File: src/rtl/spi_command_controller_pkg.sv
// rtl/spi_command_controller_pkg.sv - opcodes, state encoding and status layout for the SPI command controller
package spi_command_controller_pkg;

   localparam logic [7:0] CMD_NOP       = 8'h00;
   localparam logic [7:0] CMD_READ_REG  = 8'h01;
   localparam logic [7:0] CMD_WRITE_REG = 8'h02;
   localparam logic [7:0] CMD_READ_FIFO = 8'h03;

   localparam int STAT_EMPTY_BIT     = 0;
   localparam int STAT_UNDERFLOW_BIT = 1;
   localparam int STAT_ERR_BIT       = 2;

   typedef enum logic [2:0] {
      ST_IDLE        = 3'd0,
      ST_RD_ADDR     = 3'd1,
      ST_WR_ADDR     = 3'd2,
      ST_WR_DATA     = 3'd3,
      ST_FIFO_STREAM = 3'd4,
      ST_DISCARD     = 3'd5
   } state_e;

   // Status byte is {5'b0, err, underflow, fifo_empty}.
   function automatic logic [7:0] status_byte(input logic err,
                                              input logic underflow,
                                              input logic empty);
      logic [7:0] s;
      s = '0;
      s[STAT_ERR_BIT]       = err;
      s[STAT_UNDERFLOW_BIT] = underflow;
      s[STAT_EMPTY_BIT]     = empty;
      return s;
   endfunction

endpackage

File: src/rtl/spi_command_controller_if.sv
// rtl/spi_command_controller_if.sv - byte, register-file and FIFO-pop signals of the SPI command controller
interface spi_command_controller_if #(parameter int ADDR_WIDTH = 4);

   logic [7:0]            rx_data;
   logic                  rx_strobe;
   logic [7:0]            tx_data;
   logic                  tx_strobe;
   logic [ADDR_WIDTH-1:0] reg_addr;
   logic [7:0]            reg_rd_data;
   logic [7:0]            reg_wr_data;
   logic                  reg_wr_strobe;
   logic [7:0]            fifo_rd_data;
   logic                  fifo_empty;
   logic                  fifo_rd_strobe;

   modport master (
      input  rx_data, rx_strobe, reg_rd_data, fifo_rd_data, fifo_empty,
      output tx_data, tx_strobe, reg_addr, reg_wr_data, reg_wr_strobe, fifo_rd_strobe
   );

   modport slave (
      output rx_data, rx_strobe, reg_rd_data, fifo_rd_data, fifo_empty,
      input  tx_data, tx_strobe, reg_addr, reg_wr_data, reg_wr_strobe, fifo_rd_strobe
   );

endinterface

File: src/rtl/spi_command_controller_sync.sv
// rtl/spi_command_controller_sync.sv - two-flop synchronizer for asynchronous level inputs
module spi_command_controller_sync #(
   parameter int              WIDTH     = 1,
   parameter logic [WIDTH-1:0] RESET_VAL = '0
) (
   input  logic             clk,
   input  logic             reset_n,
   input  logic [WIDTH-1:0] d,
   output logic [WIDTH-1:0] q
);

   logic [WIDTH-1:0] meta_q, meta_d;
   logic [WIDTH-1:0] sync_q, sync_d;

   // Shift the raw input through two stages.
   always_comb begin
      meta_d = d;
      sync_d = meta_q;
   end

   // Synchronizer flops; reset value chosen by the instantiating block.
   always_ff @(posedge clk or negedge reset_n) begin
      if (!reset_n) begin
         meta_q <= RESET_VAL;
         sync_q <= RESET_VAL;
      end else begin
         meta_q <= meta_d;
         sync_q <= sync_d;
      end
   end

   assign q = sync_q;

endmodule

File: src/rtl/spi_command_controller.sv
// rtl/spi_command_controller.sv - byte-level command sequencer between the SPI device and register file / FIFO
module spi_command_controller
   import spi_command_controller_pkg::*;
#(
   parameter int         ADDR_WIDTH   = 4,
   parameter logic [7:0] NOP_RESPONSE = 8'h00
) (
   input  logic                     clk,
   input  logic                     reset_n,
   input  logic                     spi_cs_n,
   spi_command_controller_if.master bus
);

   logic cs_n_sync;

   // Chip select idles high so the block resets into the deselected condition.
   spi_command_controller_sync #(
      .WIDTH     (1),
      .RESET_VAL (1'b1)
   ) u_cs_sync (
      .clk     (clk),
      .reset_n (reset_n),
      .d       (spi_cs_n),
      .q       (cs_n_sync)
   );

   state_e                state_q, state_d;
   logic [7:0]            tx_data_q, tx_data_d;
   logic                  tx_strobe_q, tx_strobe_d;
   logic [ADDR_WIDTH-1:0] reg_addr_q, reg_addr_d;
   logic [7:0]            reg_wr_data_q, reg_wr_data_d;
   logic                  reg_wr_strobe_q, reg_wr_strobe_d;
   logic                  fifo_rd_strobe_q, fifo_rd_strobe_d;
   logic                  rd_pend_q, rd_pend_d;
   logic                  err_q, err_d;
   logic                  underflow_q, underflow_d;

   logic byte_valid;
   logic addr_ok;
   logic err_set;
   logic underflow_set;
   logic status_load;
   logic fifo_resp;

   // Bytes arriving while deselected are dropped.
   assign byte_valid = !cs_n_sync && bus.rx_strobe;
   // An address byte is in range when no bit at or above ADDR_WIDTH is set.
   assign addr_ok    = ((32'(bus.rx_data) >> ADDR_WIDTH) == 32'd0);

   // State register.
   always_ff @(posedge clk or negedge reset_n) begin
      if (!reset_n) begin
         state_q <= ST_IDLE;
      end else begin
         state_q <= state_d;
      end
   end

   // Next-state decode; deselect pulls the sequencer back to IDLE every cycle.
   always_comb begin
      state_d = state_q;
      if (cs_n_sync) begin
         state_d = ST_IDLE;
      end else if (bus.rx_strobe) begin
         case (state_q)
            ST_IDLE: begin
               case (bus.rx_data)
                  CMD_READ_REG:  state_d = ST_RD_ADDR;
                  CMD_WRITE_REG: state_d = ST_WR_ADDR;
                  CMD_READ_FIFO: state_d = ST_FIFO_STREAM;
                  default:       state_d = ST_DISCARD;
               endcase
            end
            ST_RD_ADDR:     state_d = ST_DISCARD;
            ST_WR_ADDR:     state_d = addr_ok ? ST_WR_DATA : ST_DISCARD;
            ST_WR_DATA:     state_d = ST_DISCARD;
            ST_FIFO_STREAM: state_d = ST_FIFO_STREAM;
            ST_DISCARD:     state_d = ST_DISCARD;
            default:        state_d = ST_IDLE;
         endcase
      end
   end

   // Response, side-effect and sticky-flag computation for the byte in flight.
   always_comb begin
      tx_data_d        = tx_data_q;
      tx_strobe_d      = 1'b0;
      reg_addr_d       = reg_addr_q;
      reg_wr_data_d    = reg_wr_data_q;
      reg_wr_strobe_d  = 1'b0;
      fifo_rd_strobe_d = 1'b0;
      rd_pend_d        = 1'b0;
      err_set          = 1'b0;
      underflow_set    = 1'b0;
      status_load      = 1'b0;
      fifo_resp        = 1'b0;

      // Second half of READ_REG: reg_addr settled last cycle, load its data now.
      if (!cs_n_sync && rd_pend_q) begin
         tx_data_d   = bus.reg_rd_data;
         tx_strobe_d = 1'b1;
      end

      if (byte_valid) begin
         tx_strobe_d = 1'b1;
         tx_data_d   = NOP_RESPONSE;
         case (state_q)
            ST_IDLE: begin
               case (bus.rx_data)
                  CMD_NOP, CMD_READ_REG, CMD_WRITE_REG: status_load = 1'b1;
                  CMD_READ_FIFO:                        fifo_resp   = 1'b1;
                  default:                              err_set     = 1'b1;
               endcase
            end
            ST_RD_ADDR: begin
               if (addr_ok) begin
                  reg_addr_d  = bus.rx_data[ADDR_WIDTH-1:0];
                  rd_pend_d   = 1'b1;
                  tx_strobe_d = 1'b0;
                  tx_data_d   = tx_data_q;
               end else begin
                  err_set = 1'b1;
               end
            end
            ST_WR_ADDR: begin
               if (addr_ok) begin
                  reg_addr_d = bus.rx_data[ADDR_WIDTH-1:0];
               end else begin
                  err_set = 1'b1;
               end
            end
            ST_WR_DATA: begin
               reg_wr_data_d   = bus.rx_data;
               reg_wr_strobe_d = 1'b1;
            end
            ST_FIFO_STREAM: fifo_resp = 1'b1;
            default: ;
         endcase

         if (status_load) begin
            tx_data_d = status_byte(err_q, underflow_q, bus.fifo_empty);
         end

         if (fifo_resp) begin
            if (!bus.fifo_empty) begin
               tx_data_d        = bus.fifo_rd_data;
               fifo_rd_strobe_d = 1'b1;
            end else begin
               underflow_set = 1'b1;
            end
         end
      end

      // Reading status clears the sticky flags, but a same-cycle set survives.
      err_d       = err_set       | (err_q       & ~status_load);
      underflow_d = underflow_set | (underflow_q & ~status_load);
   end

   // Output and datapath registers.
   always_ff @(posedge clk or negedge reset_n) begin
      if (!reset_n) begin
         tx_data_q        <= '0;
         tx_strobe_q      <= 1'b0;
         reg_addr_q       <= '0;
         reg_wr_data_q    <= '0;
         reg_wr_strobe_q  <= 1'b0;
         fifo_rd_strobe_q <= 1'b0;
         rd_pend_q        <= 1'b0;
         err_q            <= 1'b0;
         underflow_q      <= 1'b0;
      end else begin
         tx_data_q        <= tx_data_d;
         tx_strobe_q      <= tx_strobe_d;
         reg_addr_q       <= reg_addr_d;
         reg_wr_data_q    <= reg_wr_data_d;
         reg_wr_strobe_q  <= reg_wr_strobe_d;
         fifo_rd_strobe_q <= fifo_rd_strobe_d;
         rd_pend_q        <= rd_pend_d;
         err_q            <= err_d;
         underflow_q      <= underflow_d;
      end
   end

   assign bus.tx_data        = tx_data_q;
   assign bus.tx_strobe      = tx_strobe_q;
   assign bus.reg_addr       = reg_addr_q;
   assign bus.reg_wr_data    = reg_wr_data_q;
   assign bus.reg_wr_strobe  = reg_wr_strobe_q;
   assign bus.fifo_rd_strobe = fifo_rd_strobe_q;

endmodule

File: src/flat_wrapper.sv
// flat-port wrapper written by rule: the top's interface ports become plain ports
module spi_command_controller_flat import spi_command_controller_pkg::*;
#(
   parameter int         ADDR_WIDTH   = 4,
   parameter logic [7:0] NOP_RESPONSE = 8'h00
)
  (clk, reset_n, spi_cs_n, bus_rx_data, bus_rx_strobe, bus_reg_rd_data, bus_fifo_rd_data, bus_fifo_empty, bus_tx_data, bus_tx_strobe, bus_reg_addr, bus_reg_wr_data, bus_reg_wr_strobe, bus_fifo_rd_strobe);
  spi_command_controller_if #(.ADDR_WIDTH(ADDR_WIDTH)) bus_i ();
  input  logic clk;
  input  logic reset_n;
  input  logic spi_cs_n;
  input wire logic [$bits(bus_i.rx_data)-1:0] bus_rx_data;
  input wire logic [$bits(bus_i.rx_strobe)-1:0] bus_rx_strobe;
  input wire logic [$bits(bus_i.reg_rd_data)-1:0] bus_reg_rd_data;
  input wire logic [$bits(bus_i.fifo_rd_data)-1:0] bus_fifo_rd_data;
  input wire logic [$bits(bus_i.fifo_empty)-1:0] bus_fifo_empty;
  output wire logic [$bits(bus_i.tx_data)-1:0] bus_tx_data;
  output wire logic [$bits(bus_i.tx_strobe)-1:0] bus_tx_strobe;
  output wire logic [$bits(bus_i.reg_addr)-1:0] bus_reg_addr;
  output wire logic [$bits(bus_i.reg_wr_data)-1:0] bus_reg_wr_data;
  output wire logic [$bits(bus_i.reg_wr_strobe)-1:0] bus_reg_wr_strobe;
  output wire logic [$bits(bus_i.fifo_rd_strobe)-1:0] bus_fifo_rd_strobe;
  assign bus_i.rx_data = bus_rx_data;
  assign bus_i.rx_strobe = bus_rx_strobe;
  assign bus_i.reg_rd_data = bus_reg_rd_data;
  assign bus_i.fifo_rd_data = bus_fifo_rd_data;
  assign bus_i.fifo_empty = bus_fifo_empty;
  assign bus_tx_data = bus_i.tx_data;
  assign bus_tx_strobe = bus_i.tx_strobe;
  assign bus_reg_addr = bus_i.reg_addr;
  assign bus_reg_wr_data = bus_i.reg_wr_data;
  assign bus_reg_wr_strobe = bus_i.reg_wr_strobe;
  assign bus_fifo_rd_strobe = bus_i.fifo_rd_strobe;
  spi_command_controller #(.ADDR_WIDTH(ADDR_WIDTH), .NOP_RESPONSE(NOP_RESPONSE)) u_core (.clk(clk), .reset_n(reset_n), .spi_cs_n(spi_cs_n), .bus(bus_i));
endmodule
File: config.mk
export PLATFORM = sky130hd
export DESIGN_NAME = spi_command_controller_flat
export DESIGN_NICKNAME = d
export VERILOG_FILES = /design/src/rtl/spi_command_controller_pkg.sv /design/src/rtl/spi_command_controller_if.sv /design/src/rtl/spi_command_controller_sync.sv /design/src/rtl/spi_command_controller.sv /design/src/flat_wrapper.sv
export SDC_FILE = /design/constraint.sdc
export NUM_CORES = 1
export LEC_CHECK = 0
export ABC_CLOCK_PERIOD_IN_PS = 3700
export CORE_ASPECT_RATIO = 0.6
export CORE_MARGIN = 1.5
export CORE_UTILIZATION = 45
export DETAILED_ROUTE_END_ITERATION = 10
export PLACE_DENSITY = 0.8
export SETUP_SLACK_MARGIN = 0.2
export SYNTH_ARGS = -nofsm -noshare
export SYNTH_HDL_FRONTEND = slang
export SYNTH_SLANG_ARGS = --single-unit
File: constraint.sdc
create_clock -name clk -period 3.7 [get_ports clk]
set_clock_uncertainty 0.1 [all_clocks]
set_input_delay 0.925 -clock clk [delete_from_list [all_inputs] [get_ports clk]]
set_output_delay 0.925 -clock clk [all_outputs]
set_load 0.1 [all_outputs]
## After elaboration in Yosys (flattened, before gate mapping)

Index checks and enable logic that the tools add are counted.

- Flip-flop bits (word level): 31
- Bits of input ports: 29
- Output and inout port bits: 23

- Equal/unequal tests: 8
- Multiplexer cells: 37
- Bitwise logic cells: 5
- Reductions and logical operators: 14

Operators by type and width:

| kind | count |
|---|---|
| $mux 8 | 7 |
| $logic_not 32->1 | 1 |
| $mux 1 | 23 |
| $eq 8x2->1 const B | 2 |
| $pmux 3 s4 | 1 |
| $mux 3 | 3 |
| $pmux 3 s3 | 1 |
| $eq 8x1->1 const B | 1 |
| $logic_not 8->1 | 1 |
| $eq 3x2->1 const B | 2 |
| $eq 3x3->1 const B | 2 |
| $reduce_or 3->1 | 2 |
| $pmux 1 s2 | 2 |
| $reduce_bool 2->1 | 2 |
| $reduce_or 4->1 | 1 |
| $eq 3x1->1 const B | 1 |
| $logic_not 3->1 | 1 |
| $reduce_and 3->1 | 1 |
| $and 1x1->1 | 2 |
| $logic_and 1x1->1 | 2 |
| $or 1x1->1 | 2 |
| $reduce_and 2->1 | 1 |
| $reduce_or 2->1 | 1 |
| $logic_not 1->1 | 1 |
| $not 1->1 | 1 |

## Depth between registers and ports, before layout

Gate-level depths: netlist of the first run.

- Depth in word-level cells: 9
- Depth in mapped cells: 6

## Cells and area by module

From an unflattened synthesis of the first run, not the netlist that was laid out.

- Cell total of the unflattened synthesis: 127
- Area, all modules: 1510.2 µm²

By module, submodules not included:

| module | instances | cells each | area each (µm²) | sequential area each (µm²) |
|---|---|---|---|---|
| spi_command_controller | 1 | 125 | 1457.6 | 725.7 |
| spi_command_controller_sync | 1 | 2 | 52.6 | 52.6 |

## Least setup slack after synthesis of the first run

OpenSTA, ideal clock, no wires.

- Path kind: input -> register
- From: input bus_rx_data[6]
- To: register u_core.tx_data_q[6] (netlist: u_core.bus.tx_data[6])
- Library setup time: 0.063 ns
- Arrival time: 2.404 ns
- Required time: 3.537 ns
- Path slack: 1.133 ns
- Stages: 6
- Cells stage by stage: or4_1 buf_2 o41ai_4 and3_1 buf_4 o32a_2

- Word-level cells in the longest chain between the ends: 9
- Elaborated cells on any way between the ends: 18

Ends and longest elaborated chain:

| what | RTL line | source |
|---|---|---|
| from (decl) | flat_wrapper.sv:12 | `input wire logic [$bits(bus_i.rx_data)-1:0] bus_rx_data;` |
| $eq 8x1->1 (tied with other cells) | spi_command_controller.sv:109 | `case (bus.rx_data)` |
| $reduce_or 3->1 | spi_command_controller.sv:109 |  |
| $mux 1 | spi_command_controller.sv:109 |  |
| $mux 1 | spi_command_controller.sv:107 | `case (state_q)` |
| $mux 1 | spi_command_controller.sv:104 | `if (byte_valid) begin` |
| $mux 8 | spi_command_controller.sv:140 | `if (status_load) begin` |
| $mux 8 | spi_command_controller.sv:145 | `if (!bus.fifo_empty) begin` |
| $mux 8 * | spi_command_controller.sv:144 | `if (fifo_resp) begin` |
| $mux 8 * | spi_command_controller.sv:104 |  |
| to (signal assigned) | spi_command_controller.sv:172 | `tx_data_q <= tx_data_d;` |
| to (decl) | spi_command_controller.sv:28 | `logic [7:0] tx_data_q, tx_data_d;` |

Every way passes the cells marked *; elsewhere a longest branch is shown, timed or not. The select of a mux whose other input is x is not followed.
A chain may end at the register's enable or synchronous reset.

## Worst setup path in the final report of the first run

- From: input bus_rx_data[6]
- To: register u_core.tx_data_q[2] (netlist: u_core.bus.tx_data[2])

Same word-level chain as after synthesis.

==> reports/qor.yml, run 1 <==
status: "completed"
cp_slowest_stage_delay_ns: 0.69
synth_ff_type: "dfrtp_1"
hpwl_um: 2950
dp.cells: 213
r2r_end: "u_core.bus.tx_data[2]"
relSlewSlack_pct: 35.0
grt_usage_pct: 24.5
rsz0062_at_grt: "false"
yosysWarnings: 0
dieArea_sq_um: 3590
syn_avg_cell_area_sq_um: 11.8
max_cap_viol_count: 0
synth_cell_types: 37
drive_gt1_share_pct: 27.4
yosys.area_share.simple_pct: 16.3
async_flop_share_pct: 100
cts.sinks: 31
wl_um: 3870
grt_pass1_wl_um: 6350
cp-start-kind: "input port"
endpoint_kind: "register"
finalHoldViolCount: 0
r2r-start: "u_core.state_q[1]"
place_congestion: 0.813
grt_pass1_vias: 1290
die_x_um: 76.4
ant_nets: 0
io_buffers: 51
yosys.area_share.xor_xnor_pct: 1.20
synth-seq-area-share_pct: 53.5
cts_buffers: 5
syn_area_sq_um: 1450
min_path_type: "reg -> reg"
rr_worst_depth: 4
critical-path-slowest-cell: "or4_1"
synth_nets: 152
grt_max_degree: 32
path_buf_inv: 1
avgRoutedWirePerCell_um: 17.5
area_growth_pct: 40.6
synth.area.top_cells: "dfrtp_1 50%, mux2_2 9.3%, a221o_1 4.1%, nor2b_1 3.9%, dfstp_2 3.6%"
crit_arrival_ns: 3.01
cts_max_level: 2
power_density_nw_per_um2: 393
whs_endpoint: "u_core.u_cs_sync.q"
worst_pin_slew_ns: 0.972
synth_mux_area_share_pct: 9.29
grt_antenna_before_repair: 0
core-area_sq_um: 2970
final_max_slew_viol_count: 0
synth_seq_cells: 31
die_height_um: 47.0
synth_top_family_by_area: "compound AO/OA/AOI/OAI gates"
synth_edf_count: 0
worstPathRequired_ns: 3.79
final_cells: 221
yosys.area.top_type: "dfrtp_1"
fp-row-count: 15
cts_tree: "built"
ir_drop_mv: 0.262
cts_max_path_buffers: 2
ctsResizeCount: 0
netlist_instances: 123
r2r_slack_ns: 1.50
synth-compound-area-share_pct: 17.0
grt_overflow: 0
drc_errors: 0
p_leak_nw: 0.942
yosys.area_share.adder_pct: 0
drt_iter0_drc: 107
post_cts_buffers: 0
num_vias: 1280
finalSetupViolCount: 0
holdBufCountCts: 0
drt_pre_antenna_iters: 4
fin_crit_ns: 2.92
start_util_pct: 49.0
finalSetupTns_ns: 0
viasPerCell: 5.79
hold_start: "u_core.u_cs_sync.meta_q"
pin_count: 52
path_cells: "clkdlybuf4s50_1, or4_1, nor4b_1, a22oi_1, o211ai_1"
cp-startpoint: "bus_rx_data[6]"
n_antenna_cell: 0
nets: 207
crit_family: "simple AND/OR/NAND/NOR gates"
crit_path_max_fanout: 6
root_buffer: "clkbuf_8"
fmax_ghz: 0.343
synth_top_area_share_pct: 49.9
clock_latency_ns: 0.29
post-route-period-util_pct: 78.9
worst_hold_path.num_cells: 0
critPathKind: "in -> reg"
clkSlewWorstSetupHoldPaths_ns: 0.06
## flip-flops by register name, summed over array words and instances, names as in the netlist
name	cells
u_core.bus.reg_wr_data	8
u_core.bus.tx_data	8
u_core.bus.reg_addr	4
u_core.state_q	3
u_core.bus.fifo_rd_strobe	1
u_core.bus.reg_wr_strobe	1
u_core.bus.tx_strobe	1
u_core.err_q	1
u_core.rd_pend_q	1
u_core.u_cs_sync.meta_q	1
u_core.u_cs_sync.q	1
u_core.underflow_q	1
## stage by stage
stage | util, % | hold WS (ns) | setup WS, ns | total power, mW | cell area [sq um]
2_1_floorplan | - | 0.245 | 1.13 | 0.481 | 1450
3_3_place_gp | 66.2 | 0.249 | 0.613 | 0.551 | 1960
3_5_place_dp | 66.2 | 0.250 | 0.531 | 0.554 | 1960
4_1_cts | 68.9 | 0.259 | 0.804 | 0.806 | 2040
5_1_grt | 68.9 | 0.263 | 0.668 | 0.834 | 2040
6_report | 68.9 | 0.257 | 0.781 | 0.804 | 2040
## area by class of cell
cell class	instances	area (sq um)
multi-input cells	83	636
inverters	1	3.75
flip-flops and latches	31	778
fillers	232	921
clock inverters	1	5.00
well taps	42	52.6
repair buffers	56	493
clock buffers	7	76.3
## worst max-delay path by stage
stage	end	depth (start not counted)
floorplan	u_core.bus.tx_data[6]	6
global placement	u_core.bus.tx_data[0]	5
detailed placement	u_core.bus.tx_data[2]	5
CTS	u_core.bus.tx_data[2]	5
global route	u_core.bus.tx_data[2]	5
finish	u_core.bus.tx_data[2]	5
## metal layers
| metal | global-route usage [%] | routed length, um | up-vias |
|---|---|---|---|
| met2 | 37.7 | 1720 | 60 |
| met1 | 33.7 | 1800 | 631 |
| met3 | 5.83 | 274 | 8 |
| li1 | - | - | 581 |
| met5 | 0 | 0 | - |
| met4 | 12.2 | 73 | 0 |
## cells in the final DEF, fill, tap and decap left out, drive strengths merged, types with 2 or more instances in the layout
cell,instances
clkdlybuf4s50,29
dfrtp,29
buf,27
mux2,12
nor2b,9
clkbuf,7
a221o,6
nor2,5
a22oi,5
nand2,4
and3,4
o21ai,3
nand3,3
o31ai,3
a31oi,2
or4,2
nor3,2
nor3b,2
nand4,2
o211ai,2
a21oi,2
nand4b,2
dfstp,2
## power by group
| part | leakage, nW | internal [mW] | total [mW] | switching [mW] |
|---|---|---|---|---|
| registers | 0.408 | 0.355 | 0.370 | 0.0153 |
| logic | 0.491 | 0.0614 | 0.179 | 0.118 |
| clock network | 0.0422 | 0.132 | 0.255 | 0.123 |
| total | 0.942 | 0.548 | 0.804 | 0.256 |
## synthesized netlist by cell type, types with 2 or more instances
| library cell | number |
|---|---|
| o31ai_1 | 3 |
| a22oi_1 | 5 |
| a31oi_1 | 2 |
| nand4_1 | 2 |
| nor3_1 | 2 |
| and3_1 | 4 |
| buf_2 | 2 |
| nand2_1 | 4 |
| a21oi_1 | 2 |
| dfstp_2 | 2 |
| o21ai_0 | 3 |
| nor3b_1 | 2 |
| nor2b_1 | 9 |
| or4_1 | 2 |
| nand4b_1 | 2 |
| nand3_1 | 3 |
| o211ai_1 | 2 |
| nor2_1 | 5 |
| clkbuf_1 | 5 |
| a221o_1 | 6 |
| mux2_2 | 12 |
| dfrtp_1 | 29 |
## worst register-to-register path, stage by stage (launching register included)
cell	delay, ns
dfrtp_1	0.51
or4_1	0.63
nor4b_1	0.53
a22oi_1	0.14
o211ai_1	0.21
## cells by family (layout without fill, tap and decap cells)
kind of cell / after synthesis / in the layout
flops: 31 / 31
simple gates: 40 / 40
compound gates: 29 / 29
xor+xnor: 2 / 2
mux: 12 / 12
buf+inv: 9 / 65
No activity file was read; power rests on OpenSTA's default activity.
==> inputs of run 2 (changes only) <==
ABC_CLOCK_PERIOD_IN_PS = 2700   (was 3700)
CORE_UTILIZATION = 44   (was 45)
PLACE_DENSITY = 0.79   (was 0.8)
clock period = 2.7 ns   (was 3.7 ns; I/O delays follow)
==> run 2 against run 1 <==
Net effect: critical path depth stayed put; worst hold slack about the same; die area grew 2.2%; cell area rose by 4.7%; first-iteration DRC count rose by 51%; sequential power grew 37%; via count increased by 2.3%.
==> reports/qor.yml, run 2 (synthesis results as in run 1) <==
status: "completed"
crit_arrival_ns: 2.52
io_buffers: 51
fin_crit_ns: 2.41
grt_antenna_before_repair: 0
drt_iter0_drc: 162
min_path_type: "reg -> reg"
power_density_nw_per_um2: 541
finalHoldViolCount: 0
root_buffer: "clkbuf_8"
pre_cts_slack_ns: -0.0717
layout.cells.most_common_list: "37 x buf_4, 29 x dfrtp_1, 28 x clkdlybuf4s50_1"
die_height_um: 47.5
avgRoutedWirePerCell_um: 17.6
fillers: 233
drive_gt1_share_pct: 33.5
rsz0062_at_grt: "false"
route.top_layer_used: "met4"
max_cap_viol_count: 0
nets: 216
n_antenna_cell: 0
wl_um: 4060
place_congestion: 0.848
wl_met1_um: 1860
critPathKind: "in -> reg"
viasPerCell: 5.70
grt_usage_pct: 23.7
grt_max_degree: 32
relSlewSlack_pct: 67.6
p_clk_share_pct: 34.1
grt_pass1_vias: 1300
cts_max_level: 2
holdBufCountCts: 0
worstPathRequired_ns: 2.81
seq_power_share_pct: 43.8
finalSetupViolCount: 0
cts_buffers: 5
comb_power_share_pct: 22.1
pin_count: 52
power.total_mw: 1.16
clkSlewWorstSetupHoldPaths_ns: 0.06
grt_pass1_wl_um: 6350
die_x_um: 77.2
worst_hold_path.num_cells: 0
crit_path_max_fanout: 6
final_max_slew_viol_count: 0
hpwl_um: 2920
fin_util_pct: 71.3
p_leak_nw: 1.00
p_switching_mw: 0.349
fmax_ghz: 0.415
final_common_cell: "buf_4"
clock_latency_ns: 0.28
cp-start-kind: "input port"
cts.sinks: 31
endpoint_kind: "register"
drc_errors: 0
start_util_pct: 48.4
power_report.internal_total_mw: 0.809
dieArea_sq_um: 3670
ant_nets: 0
fin_ws_ns: 0.292
rr_worst_depth: 5
worst_pin_slew_ns: 0.486
fp-row-count: 15
route.met2.wl_um: 1880
cts_max_path_buffers: 2
ir_drop_mv: 0.393
core-area_sq_um: 3000
grt_overflow: 0
num_vias: 1310
post-route-period-util_pct: 89.2
area_growth_pct: 47.2
drt_pre_antenna_iters: 4
route.met3.wl_um: 271
cts_tree: "built"
netSwitchingFraction_pct: 30.1
==> run 2: cell types whose count changed in the layout (fill, tap and decap cells not counted) <==
cell	change
and3_1	-1
and3_2	+1
buf_4	+10
clkbuf_1	-1
clkbuf_8	+2
clkdlybuf4s50_1	-1
clkinv_2	-1
nor4b_1	-1
nor4b_2	+1
or4_1	-1
or4_4	+1
==> run 2: stage by stage <==
stage	setup TNS (ns)	hold slack [ns]	std cells	area [sq um]
finish	0	0.257	230	2140
global placement	-0.128	0.246	222	2030
CTS	0	0.258	230	2130
global route	0	0.264	230	2140
detailed placement	-0.382	0.249	222	2030
floorplan	0	0.245	123	1450
==> run 2: metal layers <==
metal,up-vias,track usage (%)
met5,-,0
met4,0,7.64
met3,9,6.86
met2,68,38.9
met1,633,31.4
li1,600,-
==> run 2: worst paths after layout <==
check | endpoint | from | slack, ns
worst max-delay path | u_core.bus.tx_data[5] | bus_rx_data[6] | 0.29
worst min-delay path | u_core.u_cs_sync.q | u_core.u_cs_sync.meta_q | 0.26
worst max register to register | u_core.bus.tx_data[0] | u_core.state_q[1] | 0.66
worst min register to register | u_core.u_cs_sync.q | u_core.u_cs_sync.meta_q | 0.26
max in group asynchronous | u_core.u_cs_sync.q | reset_n | 1.50
min in group asynchronous | u_core.bus.reg_wr_data[4] | reset_n | 0.69
==> run 2: power by group through the flow <==
stage | logic, mW | clock network, mW | registers, mW
2_1_floorplan | 0.0533 | 0 | 0.606
3_3_place_gp | 0.250 | 0 | 0.512
3_5_place_dp | 0.253 | 0 | 0.514
4_1_cts | 0.255 | 0.401 | 0.506
5_1_grt | 0.267 | 0.422 | 0.510
6_report | 0.256 | 0.395 | 0.508
==> run 2: layout make-up <==
| cell class | count | area [sq um] | area share, % |
|---|---|---|---|
| clock buffers | 8 | 100 | 4.68 |
| inverters | 1 | 3.75 | 0.175 |
| multi-input cells | 83 | 647 | 30.2 |
| flip-flops and latches | 31 | 778 | 36.4 |
| well taps | 42 | 52.6 | 2.46 |
| repair buffers | 65 | 558 | 26.1 |
==> run 2: what timing repair did <==
item	in CTS	in global routing
setup buffers	0	0
gates resized for setup	1	2
endpoints found under the setup margin	1	3
pin swaps	0	0
==> run 2: worst max-delay path: stages <==
cell and delay, ns:
clkdlybuf4s50_1 0.44, or4_4 0.59, o41ai_4 0.32, and3_2 0.31, a221o_1 0.18
